<file path="config.mk">
export PLATFORM = sky130hd
export DESIGN_NAME = instr_cycle_ctrl
export DESIGN_NICKNAME = d
export VERILOG_FILES = /design/src/rtl/instr_cycle_ctrl.sv
export SDC_FILE = /design/constraint.sdc
export NUM_CORES = 1
export LEC_CHECK = 0
export CAP_MARGIN = 10
export CORE_MARGIN = 2
export CORE_UTILIZATION = 40
export CTS_CLUSTER_DIAMETER = 80
export DETAILED_ROUTE_END_ITERATION = 7
export PLACE_DENSITY = 0.66
export SLEW_MARGIN = 40
export SYNTH_ARGS = -nofsm -noshare
export SYNTH_HDL_FRONTEND = slang
export SYNTH_SLANG_ARGS = --single-unit
export TNS_END_PERCENT = 20
</file>
<file path="constraint.sdc">
create_clock -name CLK -period 3.1 [get_ports CLK]
set_clock_uncertainty 0.1 [all_clocks]
set_input_delay 0.31 -clock CLK [delete_from_list [all_inputs] [get_ports CLK]]
set_output_delay 0.31 -clock CLK [all_outputs]
set_load 0.01 [all_outputs]
</file>
<file path="src/rtl/instr_cycle_ctrl.sv">
// Multi-cycle instruction sequencer: steps each instruction through
// FETCH/DECODE/EXECUTE/MEMORY/WRITEBACK, drives the datapath load enables and
// memory strobes, and guards the memory handshake with a timeout.
module instr_cycle_ctrl #(
  parameter int CNT_W       = 16,
  parameter int MEM_TIMEOUT = 8
) (
  input  logic             CLK,
  input  logic             RST,
  input  logic             START,
  input  logic             HALT_REQ,
  input  logic             MEM_RDY,
  input  logic             IS_MEM,
  input  logic             IS_STORE,
  input  logic             IS_WB,
  output logic [2:0]       STATE,
  output logic             MEM_READ,
  output logic             MEM_WRITE,
  output logic             IR_LOAD,
  output logic             PC_LOAD,
  output logic             RF_WRITE,
  output logic             HALTED,
  output logic             ERR,
  output logic [CNT_W-1:0] INSTR_CNT
);

  // Wait counter only has to reach MEM_TIMEOUT-1.
  localparam int WAIT_W = (MEM_TIMEOUT > 1) ? $clog2(MEM_TIMEOUT) : 1;
  localparam logic [WAIT_W-1:0] WAIT_LAST = WAIT_W'(MEM_TIMEOUT - 1);

  typedef enum logic [2:0] {
    S_IDLE      = 3'd0,
    S_FETCH     = 3'd1,
    S_DECODE    = 3'd2,
    S_EXECUTE   = 3'd3,
    S_MEMORY    = 3'd4,
    S_WRITEBACK = 3'd5,
    S_HALT      = 3'd6,
    S_ILLEGAL   = 3'd7
  } state_t;

  state_t              r_state;
  logic [WAIT_W-1:0]   r_wait;
  logic                r_halt_pend;
  logic                r_is_mem;
  logic                r_is_store;
  logic                r_is_wb;
  logic                r_err;
  logic [CNT_W-1:0]    r_cnt;

  state_t              w_state_nxt;
  logic [WAIT_W-1:0]   w_wait_nxt;
  logic                w_mem_read;
  logic                w_mem_write;
  logic                w_ir_load;
  logic                w_rf_write;
  logic                w_retire;
  logic                w_timeout;
  state_t              w_retire_tgt;

  // Where a retiring instruction goes: halt if one is pending or requested now.
  assign w_retire_tgt = (r_halt_pend || HALT_REQ) ? S_HALT : S_FETCH;

  // Next-state, wait-counter and strobe decode; stalls wait on MEM_RDY, and ready beats timeout.
  always_comb begin
    w_state_nxt = r_state;
    w_wait_nxt  = {WAIT_W{1'b0}};
    w_mem_read  = 1'b0;
    w_mem_write = 1'b0;
    w_ir_load   = 1'b0;
    w_rf_write  = 1'b0;
    w_retire    = 1'b0;
    w_timeout   = 1'b0;
    case (r_state)
      S_IDLE: begin
        if (START) begin
          w_state_nxt = S_FETCH;
        end else begin
          w_state_nxt = S_IDLE;
        end
      end
      S_FETCH: begin
        w_mem_read = 1'b1;
        if (MEM_RDY) begin
          w_ir_load   = 1'b1;
          w_state_nxt = S_DECODE;
        end else if (r_wait == WAIT_LAST) begin
          w_timeout   = 1'b1;
          w_state_nxt = S_HALT;
        end else begin
          w_wait_nxt  = r_wait + WAIT_W'(1);
          w_state_nxt = S_FETCH;
        end
      end
      S_DECODE: begin
        w_state_nxt = S_EXECUTE;
      end
      S_EXECUTE: begin
        if (r_is_mem) begin
          w_state_nxt = S_MEMORY;
        end else if (r_is_wb) begin
          w_state_nxt = S_WRITEBACK;
        end else begin
          w_retire    = 1'b1;
          w_state_nxt = w_retire_tgt;
        end
      end
      S_MEMORY: begin
        if (r_is_store) begin
          w_mem_write = 1'b1;
        end else begin
          w_mem_read = 1'b1;
        end
        if (MEM_RDY) begin
          if (r_is_wb) begin
            w_state_nxt = S_WRITEBACK;
          end else begin
            w_retire    = 1'b1;
            w_state_nxt = w_retire_tgt;
          end
        end else if (r_wait == WAIT_LAST) begin
          w_timeout   = 1'b1;
          w_state_nxt = S_HALT;
        end else begin
          w_wait_nxt  = r_wait + WAIT_W'(1);
          w_state_nxt = S_MEMORY;
        end
      end
      S_WRITEBACK: begin
        w_rf_write  = 1'b1;
        w_retire    = 1'b1;
        w_state_nxt = w_retire_tgt;
      end
      S_HALT: begin
        w_state_nxt = S_HALT;
      end
      default: begin
        w_state_nxt = S_IDLE;
      end
    endcase
  end

  // State, wait counter, halt flag, class capture, error flag and retire counter.
  always_ff @(posedge CLK) begin
    if (RST) begin
      r_state     <= S_IDLE;
      r_wait      <= {WAIT_W{1'b0}};
      r_halt_pend <= 1'b0;
      r_is_mem    <= 1'b0;
      r_is_store  <= 1'b0;
      r_is_wb     <= 1'b0;
      r_err       <= 1'b0;
      r_cnt       <= {CNT_W{1'b0}};
    end else begin
      r_state <= w_state_nxt;
      r_wait  <= w_wait_nxt;
      if (HALT_REQ && (r_state != S_HALT)) begin
        r_halt_pend <= 1'b1;
      end
      if (r_state == S_DECODE) begin
        r_is_mem   <= IS_MEM;
        r_is_store <= IS_MEM & IS_STORE;
        r_is_wb    <= IS_WB;
      end
      if (w_timeout) begin
        r_err <= 1'b1;
      end
      if (w_retire) begin
        r_cnt <= r_cnt + CNT_W'(1);
      end
    end
  end

  // Strobes are held low for the whole time reset is asserted.
  assign MEM_READ  = w_mem_read  & ~RST;
  assign MEM_WRITE = w_mem_write & ~RST;
  assign IR_LOAD   = w_ir_load   & ~RST;
  assign PC_LOAD   = w_retire    & ~RST;
  assign RF_WRITE  = w_rf_write  & ~RST;
  assign STATE     = r_state;
  assign HALTED    = (r_state == S_HALT);
  assign ERR       = r_err;
  assign INSTR_CNT = r_cnt;

endmodule
</file>
* Word level (Yosys, flattened, before mapping)
Cells that the tools add are included.
W data, S select, Z words.
** Cells by class
- Div/mod/pow operators :: 0
- Reductions and logical operators :: 5
- Shift-type cells :: 0
- Equality and inequality tests :: 8
- Magnitude comparators :: 0
- $mul :: 0
- Add/subtract/negate cells :: 2
- Bitwise operators :: 8
- Muxes and demuxes :: 23
** Operators by type and width (number)
- $pmux W3 S7 :: 1
- $mux W3 :: 6
- $add A16 B1 Y16 const B :: 1
- $mux W1 :: 13
- $eq A3 B3 Y1 const B :: 4
- $and A1 B1 Y1 :: 6
- $eq A3 B2 Y1 const B :: 2
- $reduce_or A4 Y1 :: 1
- $add A3 B1 Y3 const B :: 1
- $eq A3 B1 Y1 const B :: 1
- $logic_not A3 Y1 :: 1
- $ne A3 B3 Y1 const B :: 1
- $pmux W1 S3 :: 1
- $mux W2 :: 1
- $not A1 Y1 :: 2
- $pmux W1 S2 :: 1
- $reduce_or A2 Y1 :: 1
- $logic_and A1 B1 Y1 :: 1
- $logic_or A1 B1 Y1 :: 1
** Word-level totals
- Memories kept :: 0
- Register bits :: 27
- Bits in read-only memories :: 0
- Output and inout port bits :: 26
- Latch bits :: 0
- Input port bits :: 8
- Bits in writable memories :: 0

* Longest topological paths before layout
- Depth after elaboration :: 5
- Depth in mapped cells :: 7

* Least setup slack after synthesis
OpenSTA, ideal clock, no wires.
- Path type :: reg2reg
- Start :: register r_state[1], in the netlist STATE[1]
- End :: register r_cnt[9], in the netlist INSTR_CNT[9]
- Path slack :: 1267 ps
- Arrival time :: 1612 ps
- Buffers on the path :: 1
- Cell stages (with the launch flop) :: 6
- Library setup time :: 121 ps
- Cells stage by stage :: dfxtp_1 -> nand4bb_1 -> o211a_1 -> buf_2 -> nor4b_1 -> mux2_2
** Between the ends
- Longest elaborated chain between the ends :: 2
** Ends and longest elaborated chain
- start, declared :: line 42 : state_t r_state;
- start signal, assigned :: line 155 : r_state <= w_state_nxt;
- $eq A3 B3 Y1 or $eq A3 B2 Y1 (tied branches) :: line 74 : case (r_state)
- $pmux W1 S3 (*) :: line 74
- end signal, assigned :: line 153 : r_cnt <= {CNT_W{1'b0}};
- end signal, assigned :: line 169 : r_cnt <= r_cnt + CNT_W'(1);
- end, declared :: line 49 : logic [CNT_W-1:0] r_cnt;
Every way passes the cells marked *; elsewhere a longest branch is shown, timed or not.
A chain may end at the register's enable or synchronous reset.

* Worst setup path after layout
- Start :: register r_state[1], in the netlist STATE[1]
- End :: output port PC_LOAD
** Between the ends
- Longest elaborated chain between the ends :: 3
** Ends and longest elaborated chain
- $eq A3 B3 Y1 or $eq A3 B2 Y1 (tied branches) :: line 74
- $pmux W1 S3 (*) :: line 74
- $and A1 B1 Y1 (*) :: line 178 : assign PC_LOAD = w_retire & ~RST;
- end, declared :: line 20 : output logic PC_LOAD,
Marked as above.

==> metrics.yaml <==
start_util: 0.415
top_level_ports: 34
wl_um: 3050
finalCriticalPeriod_ns: 2.65
fp.dieW_um: 62.6
place_inst: 237
drv_slew: 0
crit_buf_inv: 1
clockRootBuffer: "clkbuf_4"
first_pass_iters: 4
htreeDepth: 1
antenna_found_initial: 0
final_cell_area_mm2: 0.00177
critPathMaxStageDelay_ns: 0.66
syn_area_per_cell_um2: 8.33
critPathMaxFanout: 17
fin_cells: 241
fillers: 317
die-area_mm2: 0.00392
post_cts_resized: 0
rsz0062_at_grt: "no"
final_nets: 208
drc: 0
grt_first_pass_wirelength_um: 5210
final_util: 0.534
cp-start-kind: "flip-flop"
synth_cell_types: 34
first_global_vias: 1216
place.gp.congestion: 0.804
syn-num-nets: 177
clockBufferDepth: 2
cellPowerDensity_mw_per_mm2: 336
yosysWarnings: 0
drive_gt1_frac: 0.0462
wire_per_inst_um: 12.6
portBuffers: 33
critical_path_class: "reg -> out"
p_leak_nw: 0.606
cts_tree: "yes"
slowest_stage: "dfxtp_1"
cts_made_buffers: 3
cts_sinks: 27
die_h_um: 62.6
finalHoldViolations: 0
postCtsHoldBufs: 0
outcome: "completed"
drtIter0Drc: 62
cts_setup_buffers: 0
track_usage: 0.159
path_cells: "nand4bb_1 -> o211a_1 -> nor2_1 -> clkdlybuf4s50_1"
vdd_drop_max_mv: 0.174
vias: 1302
ant_nets: 0
synth_seq_cells: 27
cpLargestDelayFamily: "flip-flops"
drv_cap: 0
mappedNetlistArea_mm2: 0.00138
syn-instance-count: 165
synth_area_leaders: "dfxtp_1 (39%), a21oi_1 (7.3%), o31ai_1 (3.8%), or4_1 (3.8%), ha_1 (3.6%)"
crit_required_ns: 2.69
setup_tns_ns: 0
routed_via_density: 5.40
area_delta_synth_final_pct: 28.7
hold_class: "reg -> reg"
dpl-instance-area_mm2: 0.00174
fp.coreArea_mm2: 0.00331
slew_headroom: 0.672
critPathCaptureType: "output pin"
dpl.hpwl_um: 2250
cp_data_arrival_time_ns: 2.24
placementRows: 21
clk_latency_ns: 0.33
grt_remaining_overflow: 0
synth_top_cell_by_area: "dfxtp_1"
seq_area_um2: 541
setup_viol: 0
fmaxAchievable_mhz: 377
antenna_cells: 0
yosysSeqAreaShare: 0.393
multi_input_area_um2: 777
clk_pin_slew_worst_paths_ns: 0.16
grt_max_degree: 27
fin_crit_sh: 0.855
synth_top_area_share: 0.393
tightest_slew_ns: 0.491
-- where the power goes --
part           total, mW  switching [mW]  leakage, nW  internal (mW)
sequential         0.369          0.0143        0.218          0.354
combinational     0.0707          0.0345        0.374         0.0363
clock              0.155           0.105       0.0139         0.0493
total              0.594           0.154        0.606          0.440
-- metrics by stage --
| step | hold slack (ns) | worst slack [ns] | total power, mW |
|---|---|---|---|
| after CTS | 0.358 | 0.425 | 0.603 |
| after detailed placement | 0.335 | 0.737 | 0.447 |
| final | 0.352 | 0.449 | 0.594 |
| after floorplan | 0.298 | 1.27 | 0.416 |
| after global routing | 0.381 | 0.283 | 0.627 |
| after global placement | 0.309 | 0.750 | 0.444 |
-- flip-flops by register name, indices dropped and copies added, names as in the netlist --
| name | flops |
|---|---|
| INSTR_CNT | 16 |
| STATE | 3 |
| r_wait | 3 |
| ERR | 1 |
| r_halt_pend | 1 |
| r_is_mem | 1 |
| r_is_store | 1 |
| r_is_wb | 1 |
-- final timing paths --
kind              startpoint            end  slack [ns]  depth (start not counted)
hold reg to reg    r_wait[0]      r_wait[0]        0.35                          1
hold / removal     r_wait[0]      r_wait[0]        0.35                          1
setup reg to reg    STATE[1]  INSTR_CNT[11]        0.79                          5
setup / recovery    STATE[1]        PC_LOAD        0.45                          4
-- layer usage --
metal  GRT usage  share of wire  vias up
li1            -              -      673
met5           0              0        -
met3      0.0234          0.036        2
met2       0.304           0.49       24
met4      0.0417         0.0056        0
met1       0.184           0.47      603
-- cell families after synthesis --
kind of cell,share of synthesized area
muxes,0.0227
AOI/OAI and AO/OA,0.195
buffers and inverters,0.0419
adders and majority gates,0.0364
xor gates and xnor gates,0.00637
and+or+nand+nor,0.305
DFF,0.393
-- cell usage in the layout, fill, tap and decap left out, types with 2 or more instances in the layout --
master / instances
and3_1: 6
nand4_1: 3
or3_1: 6
clkbuf_4: 3
nand3_1: 8
inv_1: 5
nor2_1: 12
nor2b_1: 5
and4_1: 2
o21ai_0: 9
mux2i_1: 2
nand2_1: 6
clkdlybuf4s50_1: 33
buf_4: 2
nand4bb_1: 2
a21oi_1: 20
nor4b_1: 2
nor3_1: 5
o31ai_1: 7
nand2b_1: 4
and2_1: 2
ha_1: 4
o41ai_1: 2
or4_1: 7
dfxtp_1: 27
-- cell usage after synthesis --
| cell | count |
|---|---|
| and2_0 | 1 |
| o21bai_1 | 1 |
| nor3_1 | 5 |
| a31oi_1 | 1 |
| and3_1 | 6 |
| buf_2 | 4 |
| o41ai_1 | 2 |
| o211a_1 | 1 |
| nor2_1 | 12 |
| nand3b_1 | 1 |
| nand4bb_1 | 2 |
| o21ba_2 | 1 |
| o221a_2 | 1 |
| dfxtp_1 | 27 |
| nor2b_1 | 5 |
| or3_1 | 6 |
| nand2b_1 | 4 |
| nand4_1 | 3 |
| and4_1 | 2 |
| nand2_1 | 6 |
| mux2_2 | 1 |
| clkbuf_1 | 5 |
| and2_1 | 2 |
| nor4b_1 | 2 |
| mux2i_1 | 2 |
| ha_1 | 4 |
| xor2_1 | 1 |
| a21oi_1 | 20 |
| inv_1 | 5 |
| o31ai_1 | 7 |
| a22oi_1 | 1 |
| o21ai_0 | 9 |
| nand3_1 | 8 |
| or4_1 | 7 |
-- worst reg2reg max path, delay by kind of cell (launching register included) --
family                 cells  cell delay [ns]
AOI/OAI and AO/OA          2             0.54
and+or+nand+nor            2             0.71
buffers and inverters      1             0.25
DFF                        1             0.66
-- layout make-up --
| cell class | instances | area share |
|---|---|---|
| clock buffer | 3 | 0.0127 |
| timing repair buffer | 35 | 0.195 |
| clock inverter | 1 | 0.00424 |
| tap | 46 | 0.0325 |
| multi-input combinational | 124 | 0.439 |
| inverter | 5 | 0.0106 |
| sequential | 27 | 0.306 |
No activity file was read; power rests on OpenSTA's default activity.
